[config.mk]
export PLATFORM = sky130hd
export DESIGN_NAME = piso_frame_tx_flat
export DESIGN_NICKNAME = d
export VERILOG_FILES = /design/src/rtl/piso_frame_tx_if.sv /design/src/rtl/piso_frame_tx.sv /design/src/flat_wrapper.sv
export SDC_FILE = /design/constraint.sdc
export NUM_CORES = 1
export LEC_CHECK = 0
export ABC_CLOCK_PERIOD_IN_PS = 1840
export BUFFER_PORTS_ARGS = -buffer_cell sky130_fd_sc_hd__buf_2
export CAP_MARGIN = 15
export CORE_MARGIN = 10
export CORE_UTILIZATION = 42
export DETAILED_ROUTE_END_ITERATION = 8
export SYNTH_ARGS = -nofsm -noshare
export SYNTH_HDL_FRONTEND = slang
export SYNTH_SLANG_ARGS = --single-unit
[constraint.sdc]
create_clock -name clk -period 1.84 [get_ports clk]
set_clock_uncertainty 0.1 [all_clocks]
set_input_delay 0.368 -clock clk [delete_from_list [all_inputs] [get_ports clk]]
set_output_delay 0.368 -clock clk [all_outputs]
set_load 0.1 [all_outputs]
[src/rtl/piso_frame_tx_if.sv]
// Handshake and serial-line bundle for the framed PISO transmitter.
interface piso_frame_tx_if #(
    parameter int DATA_W = 8
);
    logic [DATA_W-1:0] pIn;
    logic              load;
    logic              ready;
    logic              sOut;
    logic              busy;
    logic              done;

    modport master (output pIn, load, input ready, sOut, busy, done);
    modport slave  (input pIn, load, output ready, sOut, busy, done);
endinterface

[src/rtl/piso_frame_tx.sv]
// Framed parallel-in serial-out transmitter: start, data LSB-first, optional
// even parity, stop; each bit held BIT_CYCLES clocks.
module piso_frame_tx #(
    parameter int DATA_W     = 8,
    parameter int BIT_CYCLES = 1,
    parameter int PARITY_EN  = 1
) (
    input logic            clk,
    input logic            rst,
    piso_frame_tx_if.slave bus
);
    localparam int BW = $clog2(DATA_W + 1);
    localparam int CW = (BIT_CYCLES > 1) ? $clog2(BIT_CYCLES) : 1;

    typedef enum logic [2:0] {IDLE, START, DATA, PARITY, STOP} state_t;

    state_t            state, stateNext;
    logic [DATA_W-1:0] shreg, shregNext;
    logic              parBit, parBitNext;
    logic [BW-1:0]     bitCnt, bitCntNext;
    logic [CW-1:0]     cycCnt, cycCntNext;
    logic              bitEnd;
    logic              sOutNext, readyNext, doneNext;

    always_comb begin
        stateNext  = state;
        shregNext  = shreg;
        parBitNext = parBit;
        bitCntNext = bitCnt;
        cycCntNext = cycCnt;
        bitEnd     = (cycCnt == CW'(BIT_CYCLES - 1));

        if (state != IDLE) begin
            cycCntNext = bitEnd ? '0 : cycCnt + 1'b1;
        end

        case (state)
            IDLE: begin
                if (bus.load) begin
                    stateNext  = START;
                    shregNext  = bus.pIn;
                    parBitNext = ^bus.pIn;
                    bitCntNext = '0;
                    cycCntNext = '0;
                end
            end
            START: begin
                if (bitEnd) stateNext = DATA;
            end
            DATA: begin
                if (bitEnd) begin
                    shregNext  = shreg >> 1;
                    bitCntNext = bitCnt + 1'b1;
                    if (bitCnt == BW'(DATA_W - 1)) begin
                        stateNext = (PARITY_EN != 0) ? PARITY : STOP;
                    end
                end
            end
            PARITY: begin
                if (bitEnd) stateNext = STOP;
            end
            STOP: begin
                if (bitEnd) stateNext = IDLE;
            end
            default: stateNext = IDLE;
        endcase

        // Outputs are decoded from the next state so they can be registered
        // without adding a cycle of latency after accept.
        case (stateNext)
            START:   sOutNext = 1'b0;
            DATA:    sOutNext = shregNext[0];
            PARITY:  sOutNext = parBitNext;
            default: sOutNext = 1'b1;
        endcase
        readyNext = (stateNext == IDLE);
        doneNext  = (stateNext == STOP) && (cycCntNext == CW'(BIT_CYCLES - 1));
    end

    always_ff @(posedge clk) begin
        if (rst) begin
            state     <= IDLE;
            shreg     <= '0;
            parBit    <= 1'b0;
            bitCnt    <= '0;
            cycCnt    <= '0;
            bus.sOut  <= 1'b1;
            bus.ready <= 1'b1;
            bus.busy  <= 1'b0;
            bus.done  <= 1'b0;
        end else begin
            state     <= stateNext;
            shreg     <= shregNext;
            parBit    <= parBitNext;
            bitCnt    <= bitCntNext;
            cycCnt    <= cycCntNext;
            bus.sOut  <= sOutNext;
            bus.ready <= readyNext;
            bus.busy  <= !readyNext;
            bus.done  <= doneNext;
        end
    end
endmodule

[src/flat_wrapper.sv]
// flat-port wrapper written by rule: the top's interface ports become plain ports
module piso_frame_tx_flat 
#(
    parameter int DATA_W     = 8,
    parameter int BIT_CYCLES = 1,
    parameter int PARITY_EN  = 1
)
  (clk, rst, bus_pIn, bus_load, bus_ready, bus_sOut, bus_busy, bus_done);
  piso_frame_tx_if #(.DATA_W(DATA_W)) bus_i ();
  input logic clk;
  input logic rst;
  input wire logic [$bits(bus_i.pIn)-1:0] bus_pIn;
  input wire logic [$bits(bus_i.load)-1:0] bus_load;
  output wire logic [$bits(bus_i.ready)-1:0] bus_ready;
  output wire logic [$bits(bus_i.sOut)-1:0] bus_sOut;
  output wire logic [$bits(bus_i.busy)-1:0] bus_busy;
  output wire logic [$bits(bus_i.done)-1:0] bus_done;
  assign bus_i.pIn = bus_pIn;
  assign bus_i.load = bus_load;
  assign bus_ready = bus_i.ready;
  assign bus_sOut = bus_i.sOut;
  assign bus_busy = bus_i.busy;
  assign bus_done = bus_i.done;
  piso_frame_tx #(.DATA_W(DATA_W), .BIT_CYCLES(BIT_CYCLES), .PARITY_EN(PARITY_EN)) u_core (.clk(clk), .rst(rst), .bus(bus_i));
endmodule
---- After elaboration in Yosys (flattened, before gate mapping) ----
Cells that the tools add are included.
word-level totals
  flip-flop bits (word level) ............. 21
  logic and storage cells ................. 52
  output and inout port bits .............. 4
cells by class
  add/sub/neg operators ................... 2
  reductions and logical operators ........ 8
  bitwise operators ....................... 1
  equality and inequality tests ........... 11
  muxes and demuxes ....................... 20
operator list
  cell                                                             count
  3-bit two-way mux                                                6
  8-bit two-way mux                                                2
  8-bit case mux with 2 select lines                               1
  3-bit case mux with 5 select lines                               1
  3-bit by 2-bit == test with 1-bit output, second input constant  4
  4-bit two-way mux                                                2
  4-bit case mux with 2 select lines                               1
  8-bit XOR reduction                                              1
  3-bit by 1-bit == test with 1-bit output, second input constant  2
  3-bit == test, second input constant                             2
  3-bit zero test                                                  2
  1-bit two-way mux                                                6
  4-bit by 1-bit adder with 4-bit output, second input constant    1
  4-bit by 3-bit == test with 1-bit output, second input constant  1
  2-bit != test, second input constant                             2
  1-bit case mux with 3 select lines                               1
  3-bit AND reduction                                              1
  3-bit nonzero test                                               1
  2-bit nonzero test                                               1
  1-bit adder, second input constant                               1
  1-bit logical AND                                                1
  1-bit zero test                                                  1
  1-bit NOT                                                        1

---- Longest topological paths before layout ----
  depth in word-level cells ............... 7
  depth in mapped cells ................... 6

---- Worst setup path before layout ----
Ideal clock, no wire load.
  path type ............................... reg2reg
  start point ............................. reg u_core.state[0]
  end point ............................... reg u_core.bitCnt[3]
  library setup time ...................... 0.116 ns
  path slack .............................. 0.422 ns
  cell stages (with the launch flop) ...... 7
  arrival time ............................ 1.202 ns
  period minus slack after synthesis ...... 1.418 ns
  cell sequence ........................... dfxtp_1 -> buf_6 -> nor4b_4 -> buf_6 -> nand4_4 -> xor2_1 -> nor3_2
on the way
  word-level cells in the longest chain between the ends .. 3
ends and longest elaborated chain
  element                                                                             RTL line             RTL
  start: declaration                                                                  piso_frame_tx.sv:17  state_t state, stateNext;
  start signal: assignment                                                            piso_frame_tx.sv:92  state <= stateNext;
  3-bit by 2-bit == test with 1-bit output / 3-bit zero test (equally long branches)  piso_frame_tx.sv:37  case (state)
  2-bit != test (no line) / 2-bit nonzero test (equally long branches)                n/a
  3-bit AND reduction (no line)                                                       n/a
  end signal: assignment                                                              piso_frame_tx.sv:95  bitCnt <= bitCntNext;
  end: declaration                                                                    piso_frame_tx.sv:20  logic [BW-1:0] bitCnt, bitCntNext;
Several ways; a longest one is shown, not always the timed one.
A chain may end at the register's enable or synchronous reset.

---- Worst setup path in the final report ----
  start point ............................. reg u_core.state[0]
  end point ............................... reg u_core.bus.busy
on the way
  word-level cells in the longest chain between the ends .. 5
ends and longest elaborated chain
  element                               RTL line                RTL
  3-bit two-way mux                     piso_frame_tx.sv:54     if (bitCnt == BW'(DATA_W - 1)) begin
  3-bit two-way mux                     piso_frame_tx.sv:51     if (bitEnd) begin
  3-bit case mux with 5 select lines *  piso_frame_tx.sv:37
  3-bit zero test *                     piso_frame_tx.sv:76     readyNext = (stateNext == IDLE);
  1-bit zero test *                     piso_frame_tx.sv:99     bus.busy <= !readyNext;
  end signal: assignment                piso_frame_tx.sv:99
  end: declaration                      piso_frame_tx_if.sv:13  modport slave (input pIn, load, output ready, sOut, busy, done);
Every way passes the cells marked *; elsewhere a longest branch is shown, timed or not.

==> metrics.txt <==
WP data arrival 1730 ps; Lkg Pwr 0.434 nW; first-pass GRT wire length 3.47 mm; initial core utilization 45.2%; 1st-iter DRT viols 79; hold path endpoint u_core.cycCnt; Wirelength per Cell 13.6 um; ratio of cells with drive above 1 in the final layout 27.1%; hold slack 141 ps; H-tree lvl count 1; Period Utilization, post-route 87.9%; drt total wl 1.98 mm; Seq cells post-synth 21; final setup violating endpoints 0; worst min-delay path startpoint bus_load; Vias 788; max frequency 618 MHz; IO Port Bufs 14; mean post-synth cell area 10.2 sq um; TritonRoute pass-1 iters 4; Congestion Overflow GR 0; CTS Hold Bufs 0; vias in the first global route 743; largest fanout on the critical path 9; CTS sink cnt 21; Synth Net Count 113; post_cts resized 0; Worst-path clk slew 120 ps; final instance area 1130 sq um; DRC Markers 0; Final ANT Viol Nets 0; Power Density 894 nW/um^2; commonest cells after routing, fill and taps aside dfxtp_1 (21), buf_2 (14), xnor2_1 (9); max_slew headroom 64.5%; GRT Total Usage 8.61%; antenna violations before repair 0; CP Data Required Time 1950 ps; cell family with most CP delay simple AND/OR/NAND/NOR gates; Area Growth Syn to Fin 9.98%; Seq/Total Area, Yosys 40.9%; distinct cell type count after synthesis 34; Max Cap Viol 0; TritonCTS clock tree done; FF-to-FF End u_core.bus.busy; HPWL after DPL 1.46 mm; crit end category flip-flop; share of synthesized registers carrying an async set or reset 0%; worst r2r src u_core.state[0]; Hold Path Depth 2; via/cell ratio 5.40; Boundary Pins 15; Syn Inst Count 101; ANT cells 0; Final Slew Violations 0; Post-CTS Setup Bufs 0; CP peak stage delay 570 ps; EDFF count, synth 0; site row count 17; VDD IR max 0.626 mV; slowest CP cell dfxtp_1; Design Power 1.01 mW; final hold violation count 0; Worst-Skew Late Latency 310 ps; gp weighted congestion 0.770; Die X 69.5 um; placed cell areas 1100 sq um; Startpoint Class flip-flop; largest net degree at the start of global routing 14; worst min path class in -> reg; RSZ-0062 raised after global routing false; total CTS buffers 3; most common cell after layout, fill and taps aside dfxtp_1; nets 131; Die Area 4830 sq um; r2r setup slk 220 ps; Buf+Inv Stages, Crit Path 0; Core ar. 2280 sq um; r2r worst-path depth 4; warnings from Yosys 0; CTS root buf clkbuf_4; main flop type after synthesis dfxtp_1; worst-margin pin slew 531 ps; crit-path cells and4bb_2 -> a31oi_1 -> nor2_1 -> or3_1; Setup TNS Final 0 ps; outcome completed; critical path class reg -> reg; post-synthesis cell area 1030 sq um; clk buf depth 2; Tmin final 1620 ps; chip height 69.5 um
-- power breakdown --
part	switching [mW]	internal, mW	total, mW
registers	0.0231	0.489	0.512
clock network	0.146	0.0848	0.231
logic	0.171	0.0969	0.268
-- routing by layer --
metal / GRT usage [%] / share of wire [%] / routed length, um / vias to the layer above
met4: 3.33 / 1.3 / 25 / 0
met1: 10.7 / 47 / 940 / 364
met5: 0 / 0 / 0 / -
li1: - / - / - / 392
met2: 12.4 / 44 / 873 / 28
met3: 4.14 / 7.2 / 142 / 4
-- synthesized netlist by cell type (2+ instances only) --
library cell / instances / share of area [%]
xnor2_1: 9 / 7.7
dfxtp_1: 21 / 41
nor3_1: 5 / 2.4
nand4b_1: 2 / 1.7
a21oi_1: 6 / 2.9
nor4b_4: 2 / 4.6
xor2_1: 2 / 1.7
buf_6: 5 / 5.5
inv_1: 2 / 0.73
a22oi_1: 8 / 5.8
nor3_2: 2 / 1.9
nor2_1: 8 / 2.9
nand2_1: 8 / 2.9
-- sequential cells by signal (all words and copies together) (netlist names) --
signal	cells
u_core.bus.done	1
u_core.cycCnt	1
u_core.state	3
u_core.bus.ready	1
u_core.bitCnt	4
u_core.parBit	1
u_core.bus.sOut	1
u_core.shreg	8
u_core.bus.busy	1
-- worst max path at each step --
stage | from | endpoint | slack (ps) | cells past startpoint
finish | u_core.state[0] | u_core.bus.busy | 220 | 4
global route | u_core.state[1] | u_core.shreg[4] | 70 | 5
CTS | u_core.state[0] | u_core.bus.busy | 220 | 4
detailed placement | u_core.state[0] | u_core.bus.busy | 230 | 4
global placement | u_core.state[0] | u_core.bus.busy | 260 | 4
floorplan | u_core.state[0] | u_core.bitCnt[3] | 420 | 6
-- area by class of cell --
class | count | area (sq um)
Fill cell | 226 | 1140
Multi-Input combinational cell | 71 | 527
Sequential cell | 21 | 420
Timing Repair Buffer | 20 | 115
Tap cell | 28 | 35.0
Clock buffer | 4 | 26.3
Inverter | 2 | 7.51
-- cells by family after synthesis --
group | count (synthesis) | synth area share (%)
buffers and inverters | 9 | 7.91
DFF | 21 | 40.9
adders and majority gates | 1 | 1.22
and+or+nand+nor | 37 | 26.2
muxes | 1 | 0.973
xor gates and xnor gates | 11 | 9.37
AOI/OAI and AO/OA | 21 | 13.5
-- through the flow --
| stage | worst slack, ps | util, % | cells |
|---|---|---|---|
| finish | 223 | 49.7 | 146 |
| global route | 68.0 | 49.7 | 146 |
| CTS | 221 | 49.7 | 146 |
| detailed placement | 235 | 48.5 | 142 |
| global placement | 256 | 48.5 | 142 |
| floorplan | 422 | - | 101 |
No activity file was read; power rests on OpenSTA's default activity.
